[src/rtl/spi_xfer_pkg.sv]
// Shared types and width helpers for the SPI transfer scheduler.
//   state_t         : scheduler FSM states
//   idx_width       : bits needed for a requester index / round-robin pointer
//   bit_cnt_width   : bits needed to count 0..DWIDTH remaining bit periods
//   tick_cnt_width  : bits needed for the phase / chip-select gap counter
package spi_xfer_pkg;

  typedef enum logic [2:0] {
    IDLE  = 3'd0,
    SETUP = 3'd1,
    SHIFT = 3'd2,
    HOLD  = 3'd3,
    DONE  = 3'd4
  } state_t;

  function automatic int idx_width(input int nreq);
    return (nreq > 1) ? $clog2(nreq) : 1;
  endfunction

  function automatic int bit_cnt_width(input int dwidth);
    return $clog2(dwidth + 1);
  endfunction

  // Counter must hold both CLKDIV-1 (phase length) and CS_GAP (setup length).
  function automatic int tick_cnt_width(input int clkdiv, input int cs_gap);
    return (clkdiv > cs_gap) ? $clog2(clkdiv + 1) : $clog2(cs_gap + 1);
  endfunction

endpackage

[src/rtl/spi_xfer_sched_rr_arbiter.sv]
// Combinational round-robin arbiter.
//   i_req : request vector
//   i_ptr : highest-priority index for this evaluation
//   i_en  : grants are produced only when high
//   o_gnt : one-hot grant (all zero when nothing wins)
//   o_idx : encoded index of the winner (0 when nothing wins)
module rr_arbiter
  import spi_xfer_pkg::*;
#(
  parameter int NREQ = 4,
  parameter int IW   = idx_width(NREQ)
) (
  input  logic [NREQ-1:0] i_req,
  input  logic [IW-1:0]   i_ptr,
  input  logic            i_en,
  output logic [NREQ-1:0] o_gnt,
  output logic [IW-1:0]   o_idx
);

  logic          w_found;
  logic [IW-1:0] w_cand;

  // Scan from i_ptr upward, wrapping, and take the first requester found.
  always_comb begin
    o_gnt   = '0;
    o_idx   = '0;
    w_found = 1'b0;
    w_cand  = '0;
    for (int k = 0; k < NREQ; k++) begin
      w_cand = IW'((int'(i_ptr) + k) % NREQ);
      if (i_en && !w_found && i_req[w_cand]) begin
        w_found       = 1'b1;
        o_gnt[w_cand] = 1'b1;
        o_idx         = w_cand;
      end else begin
        w_found = w_found;
      end
    end
  end

endmodule

[src/rtl/spi_xfer_sched.sv]
// Shares one SPI bus (mode 0, MSB first) between NREQ requesters.
// One DWIDTH-bit full-duplex word is moved per grant; grants are round-robin.
//   axi_aclk / axi_aresetn : clock, asynchronous active-low reset
//   req_valid / req_data   : per-requester request and write word slice
//   req_ready              : one-cycle accept pulse to the granted requester
//   rsp_valid / rsp_data   : one-cycle completion pulse and received word
//   busy                   : high from grant until the completion cycle
//   spi_sclk/mosi/miso/cs_n: SPI bus, one chip select per requester
module spi_xfer_sched
  import spi_xfer_pkg::*;
#(
  parameter int NREQ   = 4,
  parameter int DWIDTH = 16,
  parameter int CLKDIV = 4,
  parameter int CS_GAP = 2
) (
  input  logic                     axi_aclk,
  input  logic                     axi_aresetn,
  input  logic [NREQ-1:0]          req_valid,
  input  logic [NREQ*DWIDTH-1:0]   req_data,
  output logic [NREQ-1:0]          req_ready,
  output logic [NREQ-1:0]          rsp_valid,
  output logic [DWIDTH-1:0]        rsp_data,
  output logic                     busy,
  output logic                     spi_sclk,
  output logic                     spi_mosi,
  input  logic                     spi_miso,
  output logic [NREQ-1:0]          spi_cs_n
);

  localparam int IW = idx_width(NREQ);
  localparam int BW = bit_cnt_width(DWIDTH);
  localparam int CW = tick_cnt_width(CLKDIV, CS_GAP);

  state_t              r_state, w_state_nxt;
  logic [IW-1:0]       r_ptr, w_ptr_nxt;
  logic [IW-1:0]       r_owner, w_owner_nxt;
  logic [DWIDTH-1:0]   r_shreg, w_shreg_nxt;
  logic [BW-1:0]       r_bit, w_bit_nxt;
  logic [CW-1:0]       r_cnt, w_cnt_nxt;
  logic                r_sclk, w_sclk_nxt;
  logic                r_mosi, w_mosi_nxt;
  logic [NREQ-1:0]     r_cs_n, w_cs_n_nxt;
  logic [NREQ-1:0]     r_req_ready, w_req_ready_nxt;
  logic [NREQ-1:0]     r_rsp_valid, w_rsp_valid_nxt;
  logic [DWIDTH-1:0]   r_rsp_data, w_rsp_data_nxt;
  logic                r_busy, w_busy_nxt;

  logic [NREQ-1:0]     w_gnt;
  logic [IW-1:0]       w_gnt_idx;
  logic [DWIDTH-1:0]   w_word;
  logic [NREQ-1:0]     w_owner_oh;
  logic                w_arb_en;

  assign w_arb_en = (r_state == IDLE);
  assign w_word   = req_data[int'(w_gnt_idx)*DWIDTH +: DWIDTH];

  rr_arbiter #(.NREQ(NREQ), .IW(IW)) u_arb (
    .i_req (req_valid),
    .i_ptr (r_ptr),
    .i_en  (w_arb_en),
    .o_gnt (w_gnt),
    .o_idx (w_gnt_idx)
  );

  // Decode the transfer owner for the completion pulse.
  always_comb begin
    w_owner_oh          = '0;
    w_owner_oh[r_owner] = 1'b1;
  end

  // Next-state and next-output logic. SETUP lasts CS_GAP+1 cycles because
  // it includes the grant cycle; r_cnt==0 ends every timed phase.
  always_comb begin
    w_state_nxt     = r_state;
    w_ptr_nxt       = r_ptr;
    w_owner_nxt     = r_owner;
    w_shreg_nxt     = r_shreg;
    w_bit_nxt       = r_bit;
    w_cnt_nxt       = r_cnt;
    w_sclk_nxt      = r_sclk;
    w_mosi_nxt      = r_mosi;
    w_cs_n_nxt      = r_cs_n;
    w_busy_nxt      = r_busy;
    w_rsp_data_nxt  = r_rsp_data;
    w_req_ready_nxt = '0;
    w_rsp_valid_nxt = '0;
    case (r_state)
      IDLE: begin
        if (|w_gnt) begin
          w_state_nxt     = SETUP;
          w_req_ready_nxt = w_gnt;
          w_owner_nxt     = w_gnt_idx;
          w_ptr_nxt       = (w_gnt_idx == IW'(NREQ - 1)) ? '0 : w_gnt_idx + IW'(1);
          w_shreg_nxt     = w_word;
          w_mosi_nxt      = w_word[DWIDTH-1];
          w_cs_n_nxt      = ~w_gnt;
          w_busy_nxt      = 1'b1;
          w_cnt_nxt       = CW'(CS_GAP);
          w_bit_nxt       = BW'(DWIDTH);
          w_sclk_nxt      = 1'b0;
        end else begin
          w_cs_n_nxt = '1;
          w_sclk_nxt = 1'b0;
          w_mosi_nxt = 1'b0;
          w_busy_nxt = 1'b0;
        end
      end
      SETUP: begin
        if (r_cnt == '0) begin
          w_state_nxt = SHIFT;
          w_cnt_nxt   = CW'(CLKDIV - 1);
        end else begin
          w_cnt_nxt = r_cnt - CW'(1);
        end
      end
      SHIFT: begin
        if (r_cnt != '0) begin
          w_cnt_nxt = r_cnt - CW'(1);
        end else if (!r_sclk) begin
          // Rising edge: capture miso into the LSB as the word shifts left.
          w_sclk_nxt  = 1'b1;
          w_shreg_nxt = {r_shreg[DWIDTH-2:0], spi_miso};
          w_bit_nxt   = r_bit - BW'(1);
          w_cnt_nxt   = CW'(CLKDIV - 1);
        end else if (r_bit == '0) begin
          // Falling edge after the last high phase: mosi is left untouched.
          w_sclk_nxt  = 1'b0;
          w_state_nxt = HOLD;
          w_cnt_nxt   = CW'(CS_GAP - 1);
        end else begin
          // Falling edge: the next transmit bit is now at the MSB.
          w_sclk_nxt = 1'b0;
          w_mosi_nxt = r_shreg[DWIDTH-1];
          w_cnt_nxt  = CW'(CLKDIV - 1);
        end
      end
      HOLD: begin
        if (r_cnt == '0) begin
          w_state_nxt     = DONE;
          w_cs_n_nxt      = '1;
          w_mosi_nxt      = 1'b0;
          w_busy_nxt      = 1'b0;
          w_rsp_valid_nxt = w_owner_oh;
          w_rsp_data_nxt  = r_shreg;
        end else begin
          w_cnt_nxt = r_cnt - CW'(1);
        end
      end
      DONE: begin
        // Guarantees at least one CS-high cycle before the next grant.
        w_state_nxt = IDLE;
      end
      default: begin
        w_state_nxt = IDLE;
        w_cs_n_nxt  = '1;
        w_sclk_nxt  = 1'b0;
        w_mosi_nxt  = 1'b0;
        w_busy_nxt  = 1'b0;
      end
    endcase
  end

  // State and output registers; reset returns the bus and handshakes to idle.
  always_ff @(posedge axi_aclk or negedge axi_aresetn) begin
    if (!axi_aresetn) begin
      r_state     <= IDLE;
      r_ptr       <= '0;
      r_owner     <= '0;
      r_shreg     <= '0;
      r_bit       <= '0;
      r_cnt       <= '0;
      r_sclk      <= 1'b0;
      r_mosi      <= 1'b0;
      r_cs_n      <= '1;
      r_req_ready <= '0;
      r_rsp_valid <= '0;
      r_rsp_data  <= '0;
      r_busy      <= 1'b0;
    end else begin
      r_state     <= w_state_nxt;
      r_ptr       <= w_ptr_nxt;
      r_owner     <= w_owner_nxt;
      r_shreg     <= w_shreg_nxt;
      r_bit       <= w_bit_nxt;
      r_cnt       <= w_cnt_nxt;
      r_sclk      <= w_sclk_nxt;
      r_mosi      <= w_mosi_nxt;
      r_cs_n      <= w_cs_n_nxt;
      r_req_ready <= w_req_ready_nxt;
      r_rsp_valid <= w_rsp_valid_nxt;
      r_rsp_data  <= w_rsp_data_nxt;
      r_busy      <= w_busy_nxt;
    end
  end

  assign req_ready = r_req_ready;
  assign rsp_valid = r_rsp_valid;
  assign rsp_data  = r_rsp_data;
  assign busy      = r_busy;
  assign spi_sclk  = r_sclk;
  assign spi_mosi  = r_mosi;
  assign spi_cs_n  = r_cs_n;

endmodule

[config.mk]
export PLATFORM = sky130hd
export DESIGN_NAME = spi_xfer_sched
export DESIGN_NICKNAME = d
export VERILOG_FILES = /design/src/rtl/spi_xfer_pkg.sv /design/src/rtl/spi_xfer_sched_rr_arbiter.sv /design/src/rtl/spi_xfer_sched.sv
export SDC_FILE = /design/constraint.sdc
export NUM_CORES = 1
export LEC_CHECK = 0
export ABC_AREA = 1
export BUFFER_PORTS_ARGS = -buffer_cell sky130_fd_sc_hd__buf_2
export CAP_MARGIN = 20
export CORE_ASPECT_RATIO = 1.25
export CORE_MARGIN = 5
export CORE_UTILIZATION = 48
export CTS_BUF_LIST = sky130_fd_sc_hd__clkbuf_16
export DETAILED_ROUTE_END_ITERATION = 8
export HOLD_SLACK_MARGIN = 0.08
export PLACE_DENSITY = 0.76
export RECOVER_POWER = 50
export SLEW_MARGIN = 40
export SYNTH_ARGS = -nofsm -noshare
export SYNTH_HDL_FRONTEND = slang
export SYNTH_SLANG_ARGS = --single-unit
[constraint.sdc]
create_clock -name axi_aclk -period 2.4 [get_ports axi_aclk]
set_input_delay 0.24 -clock axi_aclk [delete_from_list [all_inputs] [get_ports axi_aclk]]
set_output_delay 0.24 -clock axi_aclk [all_outputs]
set_load 0.05 [all_outputs]
==> run metrics <==
wire per inst=13.24 um; critical path fanouts, max=15; Initial DRC Count=263; synthesized cell area=a little under 4000 um^2; # diodes=0; top-level I/O count=102; die width=just over 90 um; startpoint type of the worst setup path=register; unrepaired setup endpoints after global routing=true; endpoints failing setup=0; clk_skew=roughly 0.0094 ns; HPWL after detailed placement=between 7000 and 8000 um; worst-margin pin slew=about 1.8 ns; most common cell after layout, fill and taps aside=nand2_1; row cnt=37; Via-to-Cell Ratio=between 5 and 6; kind of critical path=reg2reg; Final Hold Fails=0; core area=8102 um^2; fmax=~0.44 GHz; Ys Warns=0; Design Power=between 8000 and 9000 uW; worst-skew pair later-pin latency=between 0.3 and 0.4 ns; initial core utilization=approximately half; failing checks=capacitance limit, slew limit; Port Buffer Count=approximately 100; Tcrit/Tclk final=between 90 and 100%; Pre-antenna DRT Iters=4; Placer Congestion=just under 0.9; Post-DP Area=4607 um^2; CTS root buffer=clkbuf_16; GRT Util Overall=20.42%; CP Data Required Time=about 2.6 ns; Vias=about 4.0k; fin crit period=2.292 ns; cells after synthesis=571; max-slew violations=32; IR drop worst, VDD=roughly 0.95 mV; vias in the first global route=between 3k and 4k; GRT Residual Overflow=0; htree depth=3; die area=10120 um^2; CTS tree=done; Slew HR=-19.45%; number of remaining DRC errors=0; max cap viols=1; Yosys reg bits=between 60 and 70; Area Growth Syn to Fin=29.58%; largest net degree at the start of global routing=36; pwr dens=1597 nW/um^2; Clock Tree Buf Depth=2; Avg Inst Size Synth=just under 7 um^2; Final Non-Filler Cells=790; Yosys cell types=31; clk slew on worst S/H paths=0.06 ns; most frequent cells in the layout=236 x nand2_1, 89 x buf_2, 58 x dfrtp_1; crit end category=register; cell area after layout=5097 um^2; net count after synthesis=654; Hold/Removal Path Class=in2reg; initial antenna violation count=0; die height=about 110 um; Leakage=~0.0029 uW; placed cells=766; sequential element share of the synthesized area=between 30% and 40%; outcome=finished, violations left; CTS Sinks=62; total CTS buffers=9; CP arrival=about 2.5 ns; Layout Nets=roughly 770; first-pass GRT wire length=between 15000 and 20000 um; Final ANT Viol Nets=0; WL final=around 10000 um; share of layout cells above drive strength 1=approximately 25%
## worst paths after layout
| kind | startpoint | end | slack, ns | depth (start not counted) |
|---|---|---|---|---|
| min | spi_miso | r_shreg[0]$_DFFE_PN0P_ | 0.25 | 5 |
| max reg2reg | r_ptr[0]$_DFFE_PN0P_ | r_shreg[3]$_DFFE_PN0P_ | 0.11 | 16 |
| min reg2reg | rsp_data[11]$_DFFE_PN0P_ | rsp_data[11]$_DFFE_PN0P_ | 0.47 | 2 |
| max in group asynchronous | axi_aresetn | r_shreg[9]$_DFFE_PN0P_ | 0.42 | 2 |
| min in group asynchronous | axi_aresetn | r_cnt[0]$_DFFE_PN0P_ | 0.94 | 2 |
| max | r_ptr[0]$_DFFE_PN0P_ | r_shreg[3]$_DFFE_PN0P_ | 0.11 | 16 |
## where the power goes
part	switching, uW	internal, uW
Combinational	3390	1690
Sequential	293	1540
Clock	443	785
## cell usage after synthesis (all sizes together)
| cell | n | area [um^2] |
|---|---|---|
| ha | 12 | 150.1 |
| nand3 | 62 | 372.9 |
| xor2 | 3 | 26.28 |
| nor2 | 59 | 239.0 |
| o21ai | 20 | 103.9 |
| nand3b | 15 | 112.6 |
| clkinv | 1 | 3.750 |
| inv | 53 | 201.5 |
| nor3 | 5 | 25.02 |
| dfstp | 4 | 105.1 |
| buf | 11 | 77.56 |
| clkbuf | 7 | 26.28 |
| a21oi | 5 | 25.02 |
| nand2 | 249 | 967.2 |
| a21boi | 1 | 7.510 |
| o21bai | 1 | 7.510 |
| nand4 | 5 | 31.28 |
| dfrtp | 58 | 1451 |
## layer usage
layer | routed length [um] | vias up | share of wire (%) | global-route usage, %
met5 | 0 | - | 0 | 0
met4 | 167 | 0 | 1.6 | 8.023
met3 | 645 | 13 | 6.2 | 4.956
met2 | 5190 | 135 | 50 | 32.92
met1 | 4460 | 1846 | 43 | 26.22
li1 | - | 2016 | - | -
## cells by family (layout without fill, tap and decap cells)
| logic type | count (synthesis) | in the layout | synth area share [%] |
|---|---|---|---|
| adder cells (fa/ha/maj) | 12 | 12 | 3.817 |
| XOR/XNOR | 3 | 3 | 0.6681 |
| AO/OA/AOI/OAI | 27 | 27 | 3.658 |
| flip-flops | 62 | 62 | 39.57 |
| buffers and inverters | 72 | 194 | 7.856 |
| AND/OR/NAND/NOR | 395 | 395 | 44.43 |
## state kept, by name, indices dropped and copies added (netlist names), 3 cells and up
name       cells
r_bit          5
r_cnt          3
r_shreg       16
r_state        3
req_ready      4
rsp_data      16
rsp_valid      4
spi_cs_n       4
## final cells by class
cell class | count | area [um^2]
timing repair buffer | 124 | 752.0
clock buffer | 9 | 225.2
sequential | 62 | 1556
tap | 97 | 121.4
multi-input combinational | 437 | 2172
inverter | 54 | 212.7
clock inverter | 7 | 57.56
fill | 713 | 3004
## critical path, cell delays in order (launching register included)
cell and delay, ns:
dfrtp_1 0.39, inv_2 0.09, ha_4 0.23, inv_2 0.07, nand3_2 0.09, nand2_4 0.11
nand3_4 0.10, nor2_4 0.25, buf_6 0.13, nor2_1 0.03, nand2_1 0.10, nand2_4 0.09
buf_8 0.16, nand3_1 0.08, nand3_1 0.11, nand2_1 0.11, nand2_1 0.05
## timing repair
item                                   4_1_cts  5_1_grt
resized for setup                            1       34
pin swaps                                    0       10
endpoints found under the hold margin       27        0
buffers inserted                             0        6
hold buffers                                 1        0
setup endpoints to repair                    3       25
gates cloned                                 0        1
## metrics by stage
stage	hold WS (ns)	setup TNS, ns	utilization [%]	worst slack, ns
floorplan	-0.05559	0	-	0.06151
global placement	0.3288	0	56.86	0.1226
detailed placement	0.3474	0	56.86	0.004928
CTS	0.2396	0	60.63	0.05526
global route	0.2985	-0.5172	62.92	-0.05017
finish	0.2493	0	62.92	0.1081
No activity file was read; power rests on OpenSTA's default activity.
